==> src/rtl/uart_rx_fifo.sv <==
// uart_rx_fifo: receive-side byte FIFO for the Wishbone UART.
// One byte may be pushed per clock by the RX deserializer; the bus side
// sees the four oldest bytes packed little-endian and may pop 0-4 of them
// per strobe. A byte popped in a cycle frees room for a same-cycle push.
module uart_rx_fifo #(
  parameter int FIFO_SIZE      = 8,
  parameter bit ALLOW_OVERFLOW = 1'b1
) (
  input  logic        clk,
  input  logic        rst,
  output logic [31:0] size,
  input  logic        write_strobe,
  input  logic [7:0]  write_data,
  output logic [31:0] write_available,
  input  logic        read_strobe,
  input  logic [2:0]  read_strobe_count,
  output logic [31:0] read_data,
  output logic [2:0]  read_data_count,
  output logic [31:0] read_count,
  output logic        overflow,
  output logic        underflow,
  output logic        full,
  output logic        empty
);

  localparam int DEPTH = 1 << FIFO_SIZE;
  localparam int PW    = FIFO_SIZE;      // pointer width
  localparam int OW    = FIFO_SIZE + 1;  // occupancy width, holds 0..DEPTH

  // storage and pointers
  logic [7:0]    mem_r [DEPTH];
  logic [PW-1:0] in_ptr_r;
  logic [PW-1:0] out_ptr_r;
  logic [PW-1:0] in_ptr_nxt_s;
  logic [PW-1:0] out_ptr_nxt_s;
  logic [OW-1:0] occ_r;
  logic [OW-1:0] occ_nxt_s;
  logic [31:0]   occ_ext_s;

  // per-cycle decisions
  logic [2:0]    req_s;
  logic [2:0]    pops_s;
  logic [31:0]   space_s;
  logic          wr_en_s;
  logic          accept_s;
  logic          drop_oldest_s;
  logic          ovf_s;
  logic          unf_s;

  // registered status
  logic          ovf_r;
  logic          unf_r;
  logic          full_r;
  logic          empty_r;
  logic [31:0]   read_count_r;
  logic [31:0]   write_available_r;

  assign occ_ext_s = 32'(occ_r);

  // Decide pops, underflow, write acceptance and next pointer/occupancy.
  always_comb begin
    req_s         = 3'd0;
    pops_s        = 3'd0;
    unf_s         = 1'b0;
    space_s       = 32'd0;
    wr_en_s       = 1'b0;
    accept_s      = 1'b0;
    drop_oldest_s = 1'b0;
    ovf_s         = 1'b0;

    if (read_strobe) begin
      if (read_strobe_count > 3'd4) begin
        req_s = 3'd4;
      end else begin
        req_s = read_strobe_count;
      end
    end else begin
      req_s = 3'd0;
    end

    // A short FIFO still gives up what it has; only the shortfall is flagged.
    if (32'(req_s) > occ_ext_s) begin
      unf_s  = 1'b1;
      pops_s = 3'(occ_r);
    end else begin
      unf_s  = 1'b0;
      pops_s = req_s;
    end

    space_s = 32'(DEPTH) - occ_ext_s + 32'(pops_s);

    if (write_strobe) begin
      if (space_s != 32'd0) begin
        wr_en_s  = 1'b1;
        accept_s = 1'b1;
      end else begin
        ovf_s = 1'b1;
        if (ALLOW_OVERFLOW) begin
          // Overwrite mode: newest byte wins, the oldest is discarded.
          wr_en_s       = 1'b1;
          drop_oldest_s = 1'b1;
        end else begin
          wr_en_s       = 1'b0;
          drop_oldest_s = 1'b0;
        end
      end
    end else begin
      wr_en_s = 1'b0;
    end

    in_ptr_nxt_s  = in_ptr_r + PW'(wr_en_s);
    out_ptr_nxt_s = out_ptr_r + PW'(pops_s) + PW'(drop_oldest_s);
    occ_nxt_s     = occ_r - OW'(pops_s) + OW'(accept_s);
  end

  // Pointer, occupancy and status registers.
  always_ff @(posedge clk or posedge rst) begin
    if (rst) begin
      in_ptr_r          <= {PW{1'b0}};
      out_ptr_r         <= {PW{1'b0}};
      occ_r             <= {OW{1'b0}};
      ovf_r             <= 1'b0;
      unf_r             <= 1'b0;
      full_r            <= 1'b0;
      empty_r           <= 1'b1;
      read_count_r      <= 32'd0;
      write_available_r <= 32'(DEPTH);
    end else begin
      in_ptr_r          <= in_ptr_nxt_s;
      out_ptr_r         <= out_ptr_nxt_s;
      occ_r             <= occ_nxt_s;
      ovf_r             <= ovf_s;
      unf_r             <= unf_s;
      full_r            <= (32'(occ_nxt_s) == 32'(DEPTH));
      empty_r           <= (occ_nxt_s == {OW{1'b0}});
      read_count_r      <= 32'(occ_nxt_s);
      write_available_r <= 32'(DEPTH) - 32'(occ_nxt_s);
    end
  end

  // Byte storage; contents are deliberately left unreset.
  always_ff @(posedge clk) begin
    if (wr_en_s) begin
      mem_r[in_ptr_r] <= write_data;
    end
  end

  // Present up to four oldest bytes, zero-filling lanes past the occupancy.
  always_comb begin
    read_data = 32'd0;
    for (int k = 0; k < 4; k++) begin
      if (32'(k) < occ_ext_s) begin
        read_data[8*k +: 8] = mem_r[out_ptr_r + PW'(k)];
      end else begin
        read_data[8*k +: 8] = 8'h00;
      end
    end
    if (occ_ext_s >= 32'd4) begin
      read_data_count = 3'd4;
    end else begin
      read_data_count = 3'(occ_r);
    end
  end

  assign size            = 32'(DEPTH);
  assign write_available = write_available_r;
  assign read_count      = read_count_r;
  assign overflow        = ovf_r;
  assign underflow       = unf_r;
  assign full            = full_r;
  assign empty           = empty_r;

endmodule

==> config.mk <==
export PLATFORM = sky130hd
export DESIGN_NAME = uart_rx_fifo
export DESIGN_NICKNAME = d
export VERILOG_FILES = /design/src/rtl/uart_rx_fifo.sv
export SDC_FILE = /design/constraint.sdc
export NUM_CORES = 2
export LEC_CHECK = 0
export BUFFER_PORTS_ARGS = -buffer_cell sky130_fd_sc_hd__buf_4
export CELL_PAD_IN_SITES_DETAIL_PLACEMENT = 1
export CELL_PAD_IN_SITES_GLOBAL_PLACEMENT = 2
export CORE_UTILIZATION = 52
export DETAILED_ROUTE_END_ITERATION = 10
export PLACE_DENSITY_LB_ADDON = 0.2
export RECOVER_POWER = 50
export SLEW_MARGIN = 30
export SYNTH_ARGS = -nofsm -noshare
export SYNTH_HDL_FRONTEND = slang
export SYNTH_SLANG_ARGS = --single-unit
export TNS_END_PERCENT = 100
==> constraint.sdc <==
create_clock -name clk -period 9.7 [get_ports clk]
set_clock_uncertainty 0.05 [all_clocks]
set_input_delay 0.97 -clock clk [delete_from_list [all_inputs] [get_ports clk]]
set_output_delay 0.97 -clock clk [all_outputs]
set_load 0.005 [all_outputs]
==> flow_metrics.env <==
export IMPL_critPathMaxStageDelay_ns=1.01
export IMPL_avgSynthCellArea_um2=18.5
export IMPL_die_h_um=506
export IMPL_holdBufCountCts=0
export IMPL_synth_cell_area_um2=132000
export IMPL_drt_wl_total_mm=498
export IMPL_cts_made_buffers=229
export IMPL_drive_above_1_share_pct=46.2
export IMPL_clk_pin_slew_worst_paths_ns=0.06
export IMPL_drc=0
export IMPL_outcome="complete, but fails checks"
export IMPL_grt_pass1_vias=85400
export IMPL_antenna_found_initial=29
export IMPL_worst_pin_slew_ns=6.51
export IMPL_holdPathStages=2
export IMPL_dp_final_hpwl_mm=330
export IMPL_area_growth_pct=9.80
export IMPL_grt_first_pass_wirelength_mm=690
export IMPL_finalMaxSlewViolations=2075
export IMPL_final_common_cell="mux4_2"
export IMPL_crit_buf_inv=3
export IMPL_holdPathEnd="overflow$_DFF_PP0_"
export IMPL_synth_edf_count=2048
export IMPL_layout_common_cells="mux4_2 (2,424), edfxtp_1 (2,048), buf_4 (444), nand2_1 (431), nor2_1 (262)"
export IMPL_wl_per_cell_um=46.5
export IMPL_rrSetupSlack_ns=1.90
export IMPL_htreeDepth=4
export IMPL_viasPerCell=8.15
export IMPL_setup_worst_path_end_class="output port"
export IMPL_cts_root_buf="clkbuf_16"
export IMPL_grt_usage_pct=39.1
export IMPL_criticalPathCategory="reg2out"
export IMPL_max_slew_margin_pct=-334
export IMPL_period_share_pct=88.2
export IMPL_port_buffer_count=94
export IMPL_fin_area_um2=145000
export IMPL_finalHoldViolCount=0
export IMPL_dr_total_vias=87300
export IMPL_cp_required_ns=8.68
export IMPL_final_min_clock_period_ns=8.55
export IMPL_worst_path_max_delay_cell="dfrtp_4"
export IMPL_hp_class="in2reg"
export IMPL_violations="capacitance limit, slew limit"
export IMPL_yosysSeqAreaShare_pct=47.3
export IMPL_setup_viol=0
export IMPL_startpoint_type="flop"
export IMPL_cts_buffer_depth=3
export IMPL_fin_setup_tns_ns=0
export IMPL_ys_flop_type="edfxtp_1"
export IMPL_cp_common_cell="buf_4"
export IMPL_ys_types=75
export IMPL_hp_start="write_strobe"
export IMPL_ys_ff_latch=2086
export IMPL_utilization_pct=57.6
export IMPL_coreArea_um2=252000
export IMPL_synth_cells=7136
export IMPL_first_iter_violations=14900
export IMPL_grt_overflow_total=0
export IMPL_critPathArrivalTime_ns=7.53
export IMPL_critical_path_top_delay_family="compound AO/OA/AOI/OAI gates"
export IMPL_crit_cells=10
export IMPL_grt_max_degree=139
export IMPL_cts_resized=0
export IMPL_placed_area_um2=137000
export IMPL_fmax_ghz=0.117
export IMPL_cts_sinks=2086
export IMPL_async_flop_share_pct=1.82
export IMPL_regToRegEndpoint="write_available[8]$_DFF_PP1_"
export IMPL_drv_cap=27
export IMPL_path_max_fanout=50
export IMPL_nNetsFinal=7212
export IMPL_ios=150
export IMPL_die_w_um=506
export IMPL_worstSkewPairLatency_ns=0.90
export IMPL_cts_tree="yes"
export IMPL_post_cts_buffers=0
export IMPL_gp_congestion=0.960
export IMPL_num_rows=184
export IMPL_start_util_pct=52.4
export IMPL_antenna_left=0
export IMPL_ys_warn_count=0
export IMPL_die_area_um2=256000
export IMPL_r2r_start="read_count[1]$_DFF_PP0_"
export IMPL_r2r_cells=27
export IMPL_path_cells="buf_4 > buf_4 > mux4_2 > mux4_2 > and2_0 > o21ai_0 > a21oi_1 > a31oi_1 > a21oi_1 > buf_4"
export IMPL_rsz0062_at_grt="false"
export IMPL_drt_pass1_iterations=5
final cells by class:
type	count	area (um2)
antenna	13	32.5
clock buffer	270	5980
clock inverter	159	1910
fill	21600	107000
inverter	34	139
multi-input combinational	4277	65900
sequential	2086	62500
tap	3348	4190
timing repair buffer	530	4370
synth_stat cells (9+ instances only):
cell	count	area [um2]
and3_1	11	68.8
buf_2	212	1060
nor2_1	310	1160
xor2_1	15	131
mux4_2	2424	54600
inv_1	30	113
o211ai_1	13	97.6
o22ai_1	37	231
edfxtp_1	2048	61500
nor3_1	10	50.1
a21oi_1	90	450
a21o_1	9	67.6
nand3_1	176	881
a211o_1	32	280
dfrtp_1	36	901
clkbuf_1	269	1010
o221ai_1	16	140
buf_4	193	1450
xnor2_1	47	412
and2_1	21	131
a31oi_1	29	181
o21ai_0	49	245
ha_1	35	438
buf_6	43	484
buf_1	74	278
mux2i_1	187	1870
o311ai_0	9	78.8
nor2b_1	15	93.8
nand4_1	53	332
a32oi_1	29	254
nand2_1	444	1670
a22oi_1	54	405
worst max-delay path by stage:
stage | end | start | slack, ns
3_3_place_gp | write_available[8]$_DFF_PP1_ | read_strobe_count[2] | 1.35
5_1_grt | read_data[1] | out_ptr_r[0]$_DFF_PP0_ | 1.04
3_5_place_dp | write_available[8]$_DFF_PP1_ | read_strobe_count[2] | 1.27
6_report | read_data[1] | out_ptr_r[0]$_DFF_PP0_ | 1.15
4_1_cts | read_data[26] | out_ptr_r[0]$_DFF_PP0_ | 1.32
2_1_floorplan | write_available[8]$_DFF_PP1_ | read_strobe | 2.50
kinds of logic after synthesis:
logic type      count (synthesis)  synth area share [%]
compound gates                425                  2.21
xor+xnor                       64                 0.436
fa+ha+maj                      39                 0.392
buf+inv                       826                  3.35
flops                        2086                  47.3
mux                          2615                  42.8
other cells                     2               0.00569
simple gates                 1079                  3.53
sequential cells by signal, indices dropped and copies added, names as in the netlist:
register,count
mem_r,2048
write_available,10
in_ptr_r,8
out_ptr_r,8
read_count,8
empty,1
full,1
overflow,1
underflow,1
stage by stage:
| stage | setup slack, ns | hold slack, ns | instances |
|---|---|---|---|
| 5_1_grt | 1.04 | 0.463 | 10700 |
| 3_3_place_gp | 1.35 | 0.482 | 10300 |
| 2_1_floorplan | 2.50 | 0.468 | 7189 |
| 3_5_place_dp | 1.27 | 0.503 | 10300 |
| 4_1_cts | 1.32 | 0.218 | 10700 |
| 6_report | 1.15 | 0.468 | 10700 |
worst register-to-register path, delay by kind of cell (launching register included):
kind | cells | cell delay (ns)
compound gates | 12 | 3.03
fa+ha+maj | 6 | 1.96
flops | 1 | 0.65
simple gates | 5 | 1.30
buf+inv | 3 | 0.47
xor+xnor | 1 | 0.25
layer usage:
layer | up-vias | global-route usage (%) | part of all wire, %
li1 | 31600 | - | -
met1 | 46500 | 50.5 | 33
met2 | 7819 | 57.3 | 45
met3 | 1416 | 12.9 | 15
met4 | 24 | 25.1 | 7.7
met5 | - | 0.0741 | 0.033
Power is left out: the tool's default activity adds up to more than one toggle a clock period on the data nets, which glitch-free logic cannot reach.
